### src/rtl/freq_meas_pkg.sv
// freq_meas_pkg: state encoding and default sizing for the frequency measurement controller
package freq_meas_pkg;
  typedef enum logic [2:0] {IDLE, ARM, GATE, CLOSE, DONE} state_t;
  localparam int CNT_W_DEF   = 32;
  localparam int GATE_DEF    = 50_000_000;
  localparam int TIMEOUT_DEF = 100_000_000;
  localparam int SYNC_DEF    = 2;
endpackage

### src/rtl/freq_meas_ctrl_fx_edge_sync.sv
// fx_edge_sync: brings clk_fx into the sys_clk domain and flags its rising edges
module fx_edge_sync import freq_meas_pkg::*; #(
  parameter int STAGES = SYNC_DEF
) (
  input  logic sys_clk,
  input  logic sys_rst,
  input  logic clk_fx,
  output logic fx_sync,
  output logic fx_rise
);
  logic [STAGES:0] sr;
  always_ff @(posedge sys_clk or posedge sys_rst)
    if (sys_rst) sr <= '0;
    else sr <= {sr[STAGES-1:0], clk_fx};
  assign fx_sync = sr[STAGES-1];
  assign fx_rise = sr[STAGES-1] & ~sr[STAGES];
endmodule

### src/rtl/freq_meas_ctrl.sv
// freq_meas_ctrl: sequences one equal-precision measurement of clk_fx and hands raw counts downstream
module freq_meas_ctrl import freq_meas_pkg::*; #(
  parameter int CNT_W          = CNT_W_DEF,
  parameter int GATE_CYCLES    = GATE_DEF,
  parameter int TIMEOUT_CYCLES = TIMEOUT_DEF,
  parameter int SYNC_STAGES    = SYNC_DEF
) (
  input  logic             sys_clk,
  input  logic             sys_rst,
  input  logic             clk_fx,
  input  logic             start,
  input  logic             continuous,
  input  logic             abort,
  output logic             busy,
  output logic             gate,
  output logic             res_valid,
  input  logic             res_ready,
  output logic [CNT_W-1:0] res_fx_cnt,
  output logic [CNT_W-1:0] res_ref_cnt,
  output logic [CNT_W-1:0] res_high_cnt,
  output logic             res_timeout,
  output logic             res_ovf
);
  localparam int TW = $clog2(TIMEOUT_CYCLES + 1);
  localparam logic [CNT_W-1:0] GATE_T = CNT_W'(GATE_CYCLES);
  localparam logic [TW-1:0] TMO_LAST = TW'(TIMEOUT_CYCLES - 1);
  state_t state;
  logic fx_sync, fx_rise, ovf, full, closing, tmo_hit;
  logic [CNT_W-1:0] t, fx_cnt, high_cnt;
  logic [TW-1:0] tmo;
  fx_edge_sync #(.STAGES(SYNC_STAGES)) u_sync (
    .sys_clk(sys_clk),
    .sys_rst(sys_rst),
    .clk_fx(clk_fx),
    .fx_sync(fx_sync),
    .fx_rise(fx_rise)
  );
  function automatic logic [CNT_W-1:0] sat_inc(input logic [CNT_W-1:0] v, input logic en);
    return (en && v != '1) ? v + CNT_W'(1) : v;
  endfunction
  assign full    = t >= GATE_T;
  assign closing = fx_rise && full;
  assign tmo_hit = tmo == TMO_LAST;
  assign busy    = state != IDLE;
  // t counts cycles since the opening rise, so the opening cycle itself is t=0
  always_ff @(posedge sys_clk or posedge sys_rst)
    if (sys_rst) begin
      state        <= IDLE;
      gate         <= 1'b0;
      res_valid    <= 1'b0;
      res_fx_cnt   <= '0;
      res_ref_cnt  <= '0;
      res_high_cnt <= '0;
      res_timeout  <= 1'b0;
      res_ovf      <= 1'b0;
      t            <= '0;
      fx_cnt       <= '0;
      high_cnt     <= '0;
      ovf          <= 1'b0;
      tmo          <= '0;
    end else if (abort) begin
      state     <= IDLE;
      gate      <= 1'b0;
      res_valid <= 1'b0;
    end else
      case (state)
        IDLE:
          if (start) begin
            state <= ARM;
            tmo   <= '0;
          end
        ARM:
          if (fx_rise) begin
            state    <= GATE;
            gate     <= 1'b1;
            t        <= CNT_W'(1);
            fx_cnt   <= '0;
            high_cnt <= CNT_W'(1);
            ovf      <= 1'b0;
          end else if (tmo_hit) begin
            state        <= DONE;
            res_valid    <= 1'b1;
            res_timeout  <= 1'b1;
            res_fx_cnt   <= '0;
            res_ref_cnt  <= '0;
            res_high_cnt <= '0;
            res_ovf      <= 1'b0;
          end else tmo <= tmo + TW'(1);
        GATE, CLOSE: begin
          t        <= sat_inc(t, 1'b1);
          fx_cnt   <= sat_inc(fx_cnt, fx_rise);
          high_cnt <= sat_inc(high_cnt, fx_sync);
          ovf      <= ovf | (&t) | (fx_rise & (&fx_cnt)) | (fx_sync & (&high_cnt));
          tmo      <= state == GATE ? '0 : tmo + TW'(1);
          if (closing || (state == CLOSE && tmo_hit)) begin
            state        <= DONE;
            gate         <= 1'b0;
            res_valid    <= 1'b1;
            res_timeout  <= !closing;
            res_fx_cnt   <= sat_inc(fx_cnt, fx_rise);
            res_ref_cnt  <= t;
            res_high_cnt <= high_cnt;
            res_ovf      <= ovf | (fx_rise & (&fx_cnt));
          end else if (state == GATE && full) state <= CLOSE;
        end
        DONE:
          if (res_ready) begin
            res_valid <= 1'b0;
            state     <= continuous ? ARM : IDLE;
            tmo       <= '0;
          end
        default: state <= IDLE;
      endcase
endmodule

### config.mk
export PLATFORM = sky130hd
export DESIGN_NAME = freq_meas_ctrl
export DESIGN_NICKNAME = d
export VERILOG_FILES = /design/src/rtl/freq_meas_pkg.sv /design/src/rtl/freq_meas_ctrl_fx_edge_sync.sv /design/src/rtl/freq_meas_ctrl.sv
export SDC_FILE = /design/constraint.sdc
export NUM_CORES = 1
export LEC_CHECK = 0
export CORE_MARGIN = 1
export CORE_UTILIZATION = 55
export DETAILED_ROUTE_END_ITERATION = 10
export GPL_ROUTABILITY_DRIVEN = 0
export PLACE_DENSITY_LB_ADDON = 0.05
export SETUP_SLACK_MARGIN = 0.15
export SLEW_MARGIN = 20
export SYNTH_ARGS = -nofsm -noshare
export SYNTH_HDL_FRONTEND = slang
export SYNTH_HIERARCHICAL = 1
export SYNTH_SLANG_ARGS = --single-unit
### constraint.sdc
create_clock -name sys_clk -period 18.29 [get_ports sys_clk]
set_input_delay 2.7435 -clock sys_clk [delete_from_list [all_inputs] [get_ports sys_clk]]
set_output_delay 2.7435 -clock sys_clk [all_outputs]
set_load 0.05 [all_outputs]
# Word-level counts from Yosys, hierarchy flattened

Cells that the tools add are included.

Output and inout bits: 101
Input bits: 7
Word-level logic and storage cells: 127
Register bits: 230

Equal/unequal tests: 25
Mux-type cells: 49
Reductions and logical operators: 25
Bitwise logic cells: 9
Add/subtract/negate cells: 4
Magnitude comparators: 1

Operator list:

| cell                  | count |
|---|---|
| $pmux 32 s2           | 6 |
| $mux 32               | 10 |
| $mux 27               | 5 |
| $pmux 27 s4           | 1 |
| $add 32x1->32 const B | 3 |
| $ne 32x32->1 const B  | 3 |
| $reduce_and 32->1     | 3 |
| $ge 32x26->1 const B  | 1 |
| $add 27x1->27 const B | 1 |
| $eq 27x27->1 const B  | 1 |
| $mux 3                | 7 |
| $ne 2x2->1 const B    | 9 |
| $ne 3x3->1 const B    | 6 |
| $mux 1                | 14 |
| $pmux 3 s4            | 1 |
| $reduce_and 4->1      | 3 |
| $reduce_and 5->1      | 2 |
| $ne 4x4->1 const B    | 2 |
| $pmux 1 s2            | 4 |
| $reduce_bool 4->1     | 2 |
| $eq 3x2->1 const B    | 2 |
| $reduce_and 3->1      | 2 |
| $reduce_and 6->1      | 1 |
| $reduce_bool 3->1     | 2 |
| other kinds (12)      | 22 |

# Logic depth before layout (Yosys ltp)

Gate-level depths: netlist of the first run.

Depth after elaboration: 7
Mapped depth: 9
Mapped depth without buffers: 7

# By module

The synthesis of the first run kept the hierarchy.

Modules (own cells, without submodules):

| module         | sequential area each (sq um) | cells each | area each (sq um) | times used |
|---|---|---|---|---|
| freq_meas_ctrl | 5680.4                       | 1296       | 11616.1           | 1 |
| fx_edge_sync   | 75.1                         | 5          | 92.6              | 1 |

# Least setup slack after synthesis of the first run

Ideal clock, no wire load.

Kind: input to register
Start point: in abort
End point: reg t[29]
Setup time: 0.120 ns
Stages on the path: 6
Data required time: 18.170 ns
Path buffers: 0
Arrival time: 4.145 ns
Path slack: 14.024 ns
Path through: or2_2 nor3b_2 nand4_1 a211oi_2 a31oi_1 a41o_1

Cells in the longest elaborated chain, start to end: 2

RTL lines:

| item                       | line                 | RTL |
|---|---|---|
| start, declared            | freq_meas_ctrl.sv:13 | `input logic abort,` |
| $not 1->1 (no line)        | --                   |  |
| $reduce_and 4->1 (no line) | --                   |  |
| end signal, assigned       | freq_meas_ctrl.sv:90 | `t <= sat_inc(t, 1'b1);` |
| end, declared              | freq_meas_ctrl.sv:29 | `logic [CNT_W-1:0] t, fx_cnt, high_cnt;` |

Every way passes these cells.
A chain may end at the register's enable or synchronous reset.

# Worst setup path after layout of the first run

Start point: reg state[1]
End point: out busy

Cells in the longest elaborated chain, start to end: 1

RTL lines:

| item                   | line                  | RTL |
|---|---|---|
| start, declared        | freq_meas_ctrl.sv:27  | `state_t state;` |
| start signal, assigned | freq_meas_ctrl.sv:109 | `state <= continuous ? ARM : IDLE;` |
| $reduce_bool 3->1      | freq_meas_ctrl.sv:44  | `assign busy = state != IDLE;` |
| end, declared          | freq_meas_ctrl.sv:14  | `output logic busy,` |

Every way passes these cells.

==> results by group, run 1 <==
Yosys
  – Compound-gate portion of the synthesized area: 16.1%
  – Sequential area share after synthesis: 49.2%
  – Post-Syn Instances: 1301
  – Syn nets: 1313
  – Xor/xnor share of the synthesized area: 5.61%
  – Mux share of post-synthesis cell area: 0.513%
  – Post-Synth Simple-Gate Area: 23.9%
  – Primary FF master, synth: dfrtp_1
  – Cell with the most instances after synthesis: nand2_1
  – Post-Syn Area: 11700 um2
  – Flops & latches, synth: 230
  – Yosys Warn Count: 6
  – Top post-synthesis cells by count: nand2_1, dfrtp_1, o21ai_0, nor2_1, clkbuf_1
  – Synth top area cells: dfrtp_1, nand2_1, o21ai_0, xnor2_1, o31ai_1
  – Fraction of registers with async set/reset: 100%
  – Avg Inst Size Synth: 9.00 um2
  – Largest area contributor in the synthesized netlist: dfrtp_1
  – Post-synth top area share: 49.2%
  – Synth unique cells: 72
  – Post-synthesis adder-cell area fraction: 0.534%
  – Post-synth EDFFs: 0
  – Largest family of logic cells by synthesized area: simple AND/OR/NAND/NOR gates

Critical path
  – Reg2reg setup slack: 15.06 ns
  – CP endpoint kind: primary output
  – Crit path kind: register to primary output
  – Crit-path max FO: 11
  – CP Cell Sequence: nor2_1 > nand2_1 > clkdlybuf4s50_1
  – Largest delay contributor family on the critical path: buffers and inverters
  – Crit path DAT: 2.21 ns
  – Worst path max stage delay: 0.71 ns
  – FF-to-FF End: res_fx_cnt[7]
  – Crit start category: register
  – CP bufs+invs: 1
  – Worst r2r path cells: 7
  – Slowest CP cell: clkdlybuf4s50_1
  – Reg-to-Reg Start: t[10]
  – CP required: 15.55 ns

Clocking
  – Clock-pin slew on the worst setup and hold paths: 0.06 ns
  – Clock Path Buffers: 3
  – Inserted Clock Buffers: 26
  – CTS root buf: clkbuf_16
  – # clock sinks: 230
  – Hold_buf cts: 0
  – CTS tree: built
  – Post-cts resize count: 0
  – Post-CTS setup buffer count: 0
  – Clk Latency, worst-skew pair: 0.52 ns
  – H-tree depth: 1

Power
  – Pwr/cell area: 84.2 nW/um2
  – P_leak: 0.00548 uW
  – Sw Pwr: 289 uW
  – Sw Share: 25.0%
  – Combinational power share: 7.4%
  – Int Power: 866 uW
  – Clock Power Share: 46.1%
  – Maximum VDD drop: 0.0696 mV
  – Sequential Power Share: 46.5%

Timing
  – Fin. max-slew vios: 0
  – Fmax: 0.202 GHz
  – # setup viols final: 0
  – Setup TNS: 0 ns
  – Slew of the pin with the lowest slew margin: 0.998 ns
  – Final hold slack: 0.362 ns
  – RSZ-0062 raised after global routing: no
  – Clock Skews: 0.00683 ns
  – Crit share post-route: 27.1%
  – Fin. Hold Viols: 0
  – Final Critical Period: 4.95 ns
  – Slew margin rel.: 33.4%

Placement
  – Hpwl dp: 17.9 mm
  – Port Buffers: 107
  – Placed Area: 12800 um2

Floorplan
  – Rows: 53
  – Die area: 21900 um2
  – Die H: 148 um
  – IO Pins: 108
  – Die W: 148 um
  – Core area: 21000 um2
  – Initial core utilization: 55.9%

Hold path
  – Hold Path Class: register to register
  – Worst Hold End: u_sync/sr[1]
  – Hold path depth: 0
  – Hold Startpoint: u_sync/sr[0]

Detailed routing
  – Via/cell ratio: 5.93
  – DRT Wirelength: 27.7 mm
  – DRT antenna net count: 0
  – DRC Markers: 0
  – 1st-iter DRT viols: 723
  – Drt wl/cell: 16.8 um
  – Vias post-DR: 9783
  – First-pass iteration count of the detailed router: 5

Status
  – Status: finished clean

Cells and area
  – Fin area: 13700 um2
  – Number of nets in the layout: 1368
  – Share of layout cells above drive strength 1: 6.18%
  – Core Util, Final: 65.5%
  – Diodes inserted: 0
  – Area Growth Syn to Fin: 17.2%

Global routing
  – Total grt overflow: 0
  – Vias in the first global route: 8968
  – Global-route total usage across every layer: 25.7%
  – Largest net degree at the start of global routing: 147
  – Global-route wire length before repair: 45.8 mm
  – Initial antenna violation count: 0

Job
  – Maxcap violations: 0
[how the worst max path moves through the flow]
stage                  start   endpoint  slack, ns  cells after the start
finish              state[1]       busy      13.34                      3
global route        state[1]       busy      13.18                      3
CTS                 state[1]       busy      13.34                      3
detailed placement     abort      t[29]      13.05                      8
global placement       abort      t[29]      13.09                      8
floorplan            sys_rst  fx_cnt[0]       9.33                      1
[layer usage]
layer  vias up  GRT usage (%)  routed length (um)  share of wire, %
li1       4749              -                   -                 -
met1      4757           37.4               13000                47
met5         -              0                   0                 0
met3        41           3.15                1170               4.2
met2       236           40.8               12900                47
met4         0           6.44                 608               2.2
[sequential cells by signal, summed over array words and instances (netlist names), 27 cells and up]
signal        count
res_ref_cnt      32
fx_cnt           32
res_fx_cnt       32
tmo              27
t                32
res_high_cnt     32
high_cnt         32
[power by group through the flow]
stage	registers [uW]	clock network (uW)	logic (uW)
2_1_floorplan	541	0	63.3
3_3_place_gp	545	0	84.0
4_1_cts	536	540	86.0
5_1_grt	538	561	96.1
3_5_place_dp	545	0	85.9
6_report	537	533	86.0
[cells in the final DEF (no fill, tap or decap), drive strengths merged, types with 8 or more instances in the layout]
| cell type | Yosys | final |
|---|---|---|
| buf | 31 | 11 |
| inv | 26 | 25 |
| clkdlybuf4s50 | 0 | 107 |
| nor4 | 24 | 24 |
| a21oi | 41 | 41 |
| xnor2 | 42 | 42 |
| nand4 | 47 | 47 |
| and3 | 16 | 16 |
| clkbuf | 60 | 35 |
| dfrtp | 230 | 230 |
| nor3 | 29 | 29 |
| nand2 | 240 | 240 |
| xor2 | 33 | 33 |
| and2 | 10 | 10 |
| or3 | 15 | 15 |
| and4 | 17 | 17 |
| clkinv | 0 | 8 |
| nor2 | 78 | 78 |
| nand3 | 51 | 51 |
| o31ai | 45 | 45 |
| a31oi | 23 | 23 |
| o21ai | 148 | 148 |
| nand2b | 12 | 12 |
[cell families after synthesis]
group / count (synthesis)
simple gates: 566
mux: 6
xor+xnor: 75
fa+ha+maj: 5
flops: 230
buf+inv: 117
compound gates: 302
[per-stage QoR]
step,worst slack (ns),power (uW),instances
6_report,13.34,1160,1650
5_1_grt,13.18,1190,1650
4_1_cts,13.34,1160,1650
3_5_place_dp,13.05,631,1603
3_3_place_gp,13.09,629,1603
2_1_floorplan,9.33,604,1301
[cell type report]
class	instances	area, um2
Fill cell	1771	7230
Clock buffer	35	766
Timing Repair Buffer	118	1160
Inverter	26	110
Sequential cell	230	5760
Tap cell	275	344
Multi-Input combinational cell	954	5470
Clock inverter	12	118
No activity file was read; power rests on OpenSTA's default activity.
==> run 2, diff against run 1 <==
--- a/config.mk
+++ b/config.mk
@@ -6,7 +6,7 @@
 export NUM_CORES = 1
 export LEC_CHECK = 0
 export CORE_MARGIN = 1
-export CORE_UTILIZATION = 55
+export CORE_UTILIZATION = 52
 export DETAILED_ROUTE_END_ITERATION = 10
 export GPL_ROUTABILITY_DRIVEN = 0
 export PLACE_DENSITY_LB_ADDON = 0.05
==> constraint.sdc (replaced) <==
create_clock -name sys_clk -period 4.4 [get_ports sys_clk]
set_input_delay 0.66 -clock sys_clk [delete_from_list [all_inputs] [get_ports sys_clk]]
set_output_delay 0.66 -clock sys_clk [all_outputs]
set_load 0.05 [all_outputs]
==> run 2 against run 1 <==
Compared with the run above:
- flip-flop and latch count did not move
- non-clock buffer count rose by 10
- via count rose by 0.67%
- register-to-register slack got worse by 13 ns
- the flow now finishes with violations (DRC)
- sequential power rose to 4.2 times the previous value
- clock power rose to 4.3 times the previous value
- clock skew rose by 0.0073 ns
- worst setup slack got worse by 12 ns
==> results by group, run 2 (synthesis results as in run 1) <==
Cells and area
  – Share of layout cells above drive strength 1: 6.51%
  – Diodes inserted: 0
  – Fin area: 13800 um2
  – Core Util, Final: 63.0%
  – Area Growth Syn to Fin: 18.2%
  – Commonest non-fill, non-tap cell in the layout: nand2_1
  – Commonest non-fill, non-tap cells in the layout: nand2_1, dfrtp_1, o21ai_0
  – Number of nets in the layout: 1377

Power
  – P_leak: 0.00553 uW
  – Maximum VDD drop: 0.322 mV
  – Int Power: 3740 uW
  – Sw Pwr: 1170 uW
  – Combinational power share: 7.5%
  – Clock Power Share: 47.1%
  – Sequential Power Share: 45.4%
  – Sw Share: 23.9%
  – Pwr/cell area: 355 nW/um2

Critical path
  – CP endpoint kind: primary output
  – Crit start category: register
  – Critical Path Source: state[1]
  – Reg-to-Reg Start: high_cnt[20]
  – Largest delay contributor family on the critical path: buffers and inverters
  – CP Cell Sequence: nor2_1 > nand2_1 > clkdlybuf4s50_1
  – CP bufs+invs: 1
  – Crit-path max FO: 11
  – CP required: 3.74 ns
  – Slowest CP cell: clkdlybuf4s50_1
  – Crit path DAT: 2.21 ns
  – Crit path kind: register to primary output
  – Worst path max stage delay: 0.72 ns

Timing
  – Final Critical Period: 2.87 ns
  – Crit share post-route: 65.2%
  – Slew of the pin with the lowest slew margin: 1.02 ns
  – RSZ-0062 raised after global routing: no
  – Fin. max-slew vios: 0
  – Fin. Hold Viols: 0
  – Setup TNS: 0 ns
  – # setup viols final: 0
  – Worst Setup Slack, final: 1.53 ns
  – Slew margin rel.: 31.8%
  – Fmax: 0.349 GHz
  – Clock Skews: 0.0141 ns

Floorplan
  – IO Pins: 108
  – Rows: 54
  – Initial core utilization: 53.3%
  – Die H: 152 um
  – Die area: 23100 um2
  – Core area: 22000 um2
  – Die W: 152 um

Clocking
  – CTS root buf: clkbuf_16
  – Clock-pin slew on the worst setup and hold paths: 0.06 ns
  – Post-cts resize count: 0
  – Hold_buf cts: 0
  – Post-CTS setup buffer count: 0
  – Inserted Clock Buffers: 25
  – Clk Latency, worst-skew pair: 0.52 ns
  – H-tree depth: 1
  – CTS tree: built
  – # clock sinks: 230
  – Clock Path Buffers: 3

Detailed routing
  – Via/cell ratio: 5.92
  – 1st-iter DRT viols: 674
  – Drt wl/cell: 17.2 um
  – Vias post-DR: 9849
  – DRC Markers: 20
  – First-pass iteration count of the detailed router: 8
  – DRT antenna net count: 0
  – DRT Wirelength: 28.5 mm

Placement
  – Place WS: 1.23 ns
  – Placed Area: 12900 um2
  – Hpwl dp: 19.4 mm
  – Port Buffers: 107

Status
  – Status: finished, violations left
  – Failing checks: DRC

Global routing
  – Global-route total usage across every layer: 25.1%
  – Largest net degree at the start of global routing: 75
  – Global-route wire length before repair: 47.9 mm
  – Vias in the first global route: 9259
  – Initial antenna violation count: 1
  – Total grt overflow: 0

Job
  – Maxcap violations: 0

Hold path
  – Hold Startpoint: u_sync/sr[0]
  – Hold Path Class: register to register
## run 2: per-layer routing
metal  vias up  routed length, um  part of all wire (%)  global-route usage (%)
met5         -                 12                 0.042                       0
met4         2                708                   2.5                    7.58
met3        46               1360                   4.8                    3.54
li1       4748                  -                     -                       -
met1      4776              13100                    46                    35.4
met2       277              13400                    47                    40.5
## run 2: worst register-to-register path, cell delays in order (launching register included)
cell	delay (ns)
dfrtp_1	0.44
nand4_1	0.21
or4_1	0.65
o31ai_2	0.83
buf_4	0.31
o311ai_0	0.16
o41ai_1	0.11
## run 2: area by class of cell
type,instances,area [um2]
clock buffers,34,699
repair buffers,128,1250
flip-flops and latches,230,5760
multi-input cells,954,5470
fillers,1848,8120
clock inverters,11,210
well taps,280,350
inverters,26,101
## run 2: final timing paths
check / to / slack [ns] / cells past startpoint
worst max-delay path: busy / 1.53 / 3
worst min-delay path: u_sync/sr[1] / 0.35 / 0
worst max register to register: high_cnt[4] / 1.57 / 6
worst min register to register: u_sync/sr[1] / 0.35 / 0
max in group asynchronous: res_fx_cnt[21] / 2.61 / 3
min in group asynchronous: u_sync/sr[1] / 0.47 / 2
## run 2: per-stage QoR
| step | hold WS, ns | power [uW] | instances |
|---|---|---|---|
| 2_1_floorplan | 0.331 | 2510 | 1301 |
| 3_3_place_gp | 0.335 | 2620 | 1618 |
| 3_5_place_dp | 0.336 | 2630 | 1618 |
| 4_1_cts | 0.350 | 4950 | 1663 |
| 5_1_grt | 0.372 | 5080 | 1663 |
| 6_report | 0.348 | 4910 | 1663 |
## run 2: power by group through the flow
| stage | combinational (uW) | sequential, uW | clock (uW) |
|---|---|---|---|
| final | 366 | 2230 | 2310 |
| after global placement | 360 | 2260 | 0 |
| after global routing | 413 | 2240 | 2430 |
| after detailed placement | 366 | 2270 | 0 |
| after CTS | 367 | 2230 | 2350 |
| after floorplan | 263 | 2250 | 0 |
==> run 3, diff against run 2 <==
--- a/config.mk
+++ b/config.mk
@@ -6,7 +6,7 @@
 export NUM_CORES = 1
 export LEC_CHECK = 0
 export CORE_MARGIN = 1
-export CORE_UTILIZATION = 52
+export CORE_UTILIZATION = 55
 export DETAILED_ROUTE_END_ITERATION = 10
 export GPL_ROUTABILITY_DRIVEN = 0
 export PLACE_DENSITY_LB_ADDON = 0.05
==> constraint.sdc (replaced) <==
create_clock -name sys_clk -period 2.7 [get_ports sys_clk]
set_input_delay 0.405 -clock sys_clk [delete_from_list [all_inputs] [get_ports sys_clk]]
set_output_delay 0.405 -clock sys_clk [all_outputs]
set_load 0.05 [all_outputs]
==> run 3 against run 2 <==
Compared with the run above:
- worst setup slack lost 1.3 ns
- the flow now finishes without violations
- wire length grew 0.99%
- design area grew 1.4%
- critical path type is now register to register
- final cell count grew 1.2%
- sequential power grew 63%
- register-to-register slack lost 1.3 ns
- critical path depth grew 5
- via count grew 1.5%
- power grew 56%
- clock-buffer cell count is the same
==> results by group, run 3 (synthesis results as in run 1) <==
Status
  – Status: finished clean

Timing
  – RSZ-0062 raised after global routing: no
  – Setup TNS: 0 ns
  – Clock Skews: 0.0153 ns
  – Slew margin rel.: 53.0%
  – Fin. Hold Viols: 0
  – Fin. max-slew vios: 0
  – Final Critical Period: 2.47 ns
  – Crit share post-route: 91.4%
  – Fmax: 0.405 GHz
  – Slew of the pin with the lowest slew margin: 0.701 ns
  – # setup viols final: 0
  – Worst Setup Slack, final: 0.233 ns

Clocking
  – # clock sinks: 230
  – H-tree depth: 1
  – Clk Latency, worst-skew pair: 0.52 ns
  – Inserted Clock Buffers: 25
  – CTS tree: built
  – Clock Path Buffers: 3
  – Hold_buf cts: 0
  – Clock-pin slew on the worst setup and hold paths: 0.06 ns
  – CTS root buf: clkbuf_16

Detailed routing
  – First-pass iteration count of the detailed router: 5
  – Drt wl/cell: 17.1 um
  – Via/cell ratio: 5.94
  – DRT antenna net count: 0
  – DRT Wirelength: 28.8 mm
  – 1st-iter DRT viols: 672
  – DRC Markers: 0
  – Vias post-DR: 9992

Global routing
  – Global-route wire length before repair: 47.2 mm
  – Total grt overflow: 0
  – Vias in the first global route: 9370
  – Global-route total usage across every layer: 26.5%
  – Initial antenna violation count: 0
  – Largest net degree at the start of global routing: 91

Critical path
  – Critical path depth: 8
  – Crit-path max FO: 45
  – Crit path kind: register to register
  – Crit start category: register
  – CP required: 3.12 ns
  – Crit path DAT: 2.89 ns
  – Slowest CP cell: or4_1
  – CP bufs+invs: 2
  – CP Cell Sequence: or4_1 > o211ai_2 > a2111oi_4 > o31ai_4 > buf_4 > buf_6 > nand2_1 > o31ai_1
  – Worst path max stage delay: 0.55 ns
  – CP endpoint kind: register
  – Largest delay contributor family on the critical path: compound AO/OA/AOI/OAI gates
  – Worst r2r path cells: 8

Floorplan
  – Die area: 21900 um2
  – IO Pins: 108
  – Die H: 148 um
  – Core area: 21000 um2
  – Initial core utilization: 55.9%
  – Rows: 53
  – Die W: 148 um

Placement
  – Place WS: 0.112 ns
  – Hpwl dp: 19.1 mm
  – Inst Count DP: 1638
  – Port Buffers: 107

Cells and area
  – Commonest non-fill, non-tap cells in the layout: nand2_1, dfrtp_1, o21ai_0
  – Share of layout cells above drive strength 1: 8.38%
  – Area Growth Syn to Fin: 19.9%
  – Diodes inserted: 0
  – # fillers: 1761
  – Number of nets in the layout: 1405
  – Layout Cells excl Fill: 1683
  – Commonest non-fill, non-tap cell in the layout: nand2_1

Job
  – Maxcap violations: 0

Power
  – Pwr/cell area: 546 nW/um2
  – Total chip power: 7670 uW
  – Maximum VDD drop: 0.498 mV
  – P_leak: 0.00566 uW

Hold path
  – Hold Path Class: primary input to async pin
-- run 3: changes by cell type in the layout (fill, tap and decap cells not counted), sizes merged --
cell / before / now
clkinvlp: 3 / 4
buf: 21 / 48
clkbuf: 34 / 35
bufinv: 6 / 2
inv: 25 / 26
dlygate4sd2: 0 / 1
clkdlybuf4s50: 107 / 106
clkinv: 3 / 2
-- run 3: layout make-up --
cell class	instances	area (um2)	area share, %
flip-flops and latches	230	5760	41.0
multi-input cells	954	5480	39.0
repair buffers	156	1550	11.0
inverters	26	101	0.722
well taps	275	344	2.45
clock buffers	34	709	5.05
clock inverters	8	105	0.749
-- run 3: metal layers --
| metal | wire length [um] | global-route usage [%] | up-vias |
|---|---|---|---|
| li1 | - | - | 4809 |
| met1 | 13200 | 38.2 | 4886 |
| met2 | 13700 | 42.5 | 258 |
| met3 | 1360 | 3.24 | 39 |
| met4 | 529 | 6.65 | 0 |
| met5 | 0 | 0 | - |
-- run 3: metrics by stage --
stage	util, %	area, um2	hold WS, ns
after global placement	62.9	13200	0.333
after floorplan	-	11700	0.159
after CTS	66.8	14000	0.125
final	67.0	14000	0.140
after global routing	67.0	14000	0.140
after detailed placement	62.9	13200	0.336
-- run 3: worst paths after layout --
path	startpoint	end	slack [ns]
worst max-delay path	t[10]	res_ref_cnt[24]	0.23
worst min-delay path	sys_rst	u_sync/sr[2]	0.14
worst max register to register	t[10]	res_ref_cnt[24]	0.23
worst min register to register	u_sync/sr[0]	u_sync/sr[1]	0.34
max in group asynchronous	sys_rst	high_cnt[6]	1.89
min in group sys_clk	clk_fx	u_sync/sr[0]	0.33
-- run 3: power breakdown --
part / internal, uW / leakage (uW) / total, uW / switching, uW
registers: 3530 / 0.00318 / 3630 / 99.9
logic: 205 / 0.00209 / 637 / 432
clock network: 2020 / 0.000390 / 3400 / 1380
total: 5760 / 0.00566 / 7670 / 1910
-- run 3: worst register-to-register path, stage by stage, from the launching register on --
cell       delay [ns]
dfrtp_1          0.43
or4_1            0.55
o211ai_2         0.23
a2111oi_4        0.14
o31ai_4          0.28
buf_4            0.22
buf_6            0.32
nand2_1          0.12
o31ai_1          0.08
-- run 3: what timing repair did --
action,in CTS,in global routing
pin swaps,0,2
endpoints found under the setup margin,4,16
gates cloned,0,1
buffers inserted,0,2
gates resized for setup,3,3
==> variant (flow settings as in run 2) <==
The 5 states of `state_t` get a one-hot encoding in 5 bits.
--- a/src/rtl/freq_meas_pkg.sv
+++ b/src/rtl/freq_meas_pkg.sv
@@ -2,3 +2,3 @@
 package freq_meas_pkg;
-  typedef enum logic [2:0] {IDLE, ARM, GATE, CLOSE, DONE} state_t;
+  typedef enum logic [4:0] {IDLE = 5'b00001, ARM = 5'b00010, GATE = 5'b00100, CLOSE = 5'b01000, DONE = 5'b10000} state_t;
   localparam int CNT_W_DEF   = 32;
Behaviour: same outputs for any inputs over 4 cycles, from zero or initial values and one cycle with sys_rst high; so few cycles prove little.
==> variant against run 2 <==
  * Clock skew fell by 0.0036 ns
  * Sequential cell count rose by 2
  * Worst setup slack got worse by 0.37 ns
  * Die area fell by 3.0%
  * Final area fell by 2.4%
  * Critical endpoint is now res_fx_cnt[10]$_DFFE_PP0P_
  * Synthesized area fell by 3.0%
  * Total power rose by 6.5%
  * Maximum frequency fell by 11%
  * Routed wire length fell by 1.1%
  * Combinational power rose by 79%
==> variant: results (changes against run 2) <==
DP HPWL=18600 um (was 19400 um); all-layer global routing usage=25.7% (was 25.1%); placed cells=1505 (was 1618); Place WS=1.00 ns (was 1.23 ns); DR iter-0 viols=706 (was 674); initial antenna violation count=0 (was 1); Logic pwr share=12.5% (was 7.5%); switching power=1470 uW (was 1170 uW); area of placed instances=12700 um^2 (was 12900 um^2); DRT Pass-1 Iters=5 (was 8); R2R setup slack=1.16 ns (was 1.57 ns); cell with the largest stage delay on the worst path=or4_1 (was clkdlybuf4s50_1); Synth Area in Adders=0.551% (was 0.534%); Hold Slack=0.349 ns (was 0.348 ns); Static Leak=0.00552 uW (was 0.00553 uW); xor/xnor share of the synthesized area=4.01% (was 5.61%); filler cell count in the final layout=1803 (was 1848); global-route wire length before repair=46300 um (was 47900 um); Max Clock Skew=0.0105 ns (was 0.0141 ns); max incr delay on CP=0.56 ns (was 0.72 ns); Synth Area in Compound Gates=18.7% (was 16.1%); Via-to-Cell Ratio=6.12 (was 5.92); worst reg2reg path startpoint=t[16]$_DFFE_PP0P_ (was high_cnt[20]$_DFFE_PP0P_); status=completed (was finished, violations left); clock network power=2150 uW (was 2310 uW)
variant: cell types whose count changed after synthesis, moves of 12 or more:
| cell | delta |
|---|---|
| xnor2_1 | -22 |
| o21ai_0 | -44 |
| clkbuf_1 | -21 |
| nand2_1 | -109 |
| a21oi_1 | +12 |
| or4_1 | +20 |
| a31oi_1 | -13 |
| or3_1 | +20 |
| a22o_1 | +60 |
| nor2_1 | -13 |
variant: layer usage:
| layer | vias to the layer above | routed length (um) | track usage, % |
|---|---|---|---|
| met1 | 4680 | 13500 | 38.1 |
| met4 | 0 | 529 | 6.31 |
| met3 | 47 | 1380 | 3.66 |
| met5 | - | 0 | 0 |
| li1 | 4536 | - | - |
| met2 | 229 | 12800 | 39.6 |
variant: cell type report:
type                       count  area, um^2  share of cell area [%]
clock buffer                  33         696                    5.15
clock inverter                13         148                    1.09
inverter                      23        90.1                   0.667
multi-input combinational    851        5200                    38.5
sequential                   232        5810                    43.0
tap                          275         344                    2.55
timing repair buffer         124        1220                    9.06
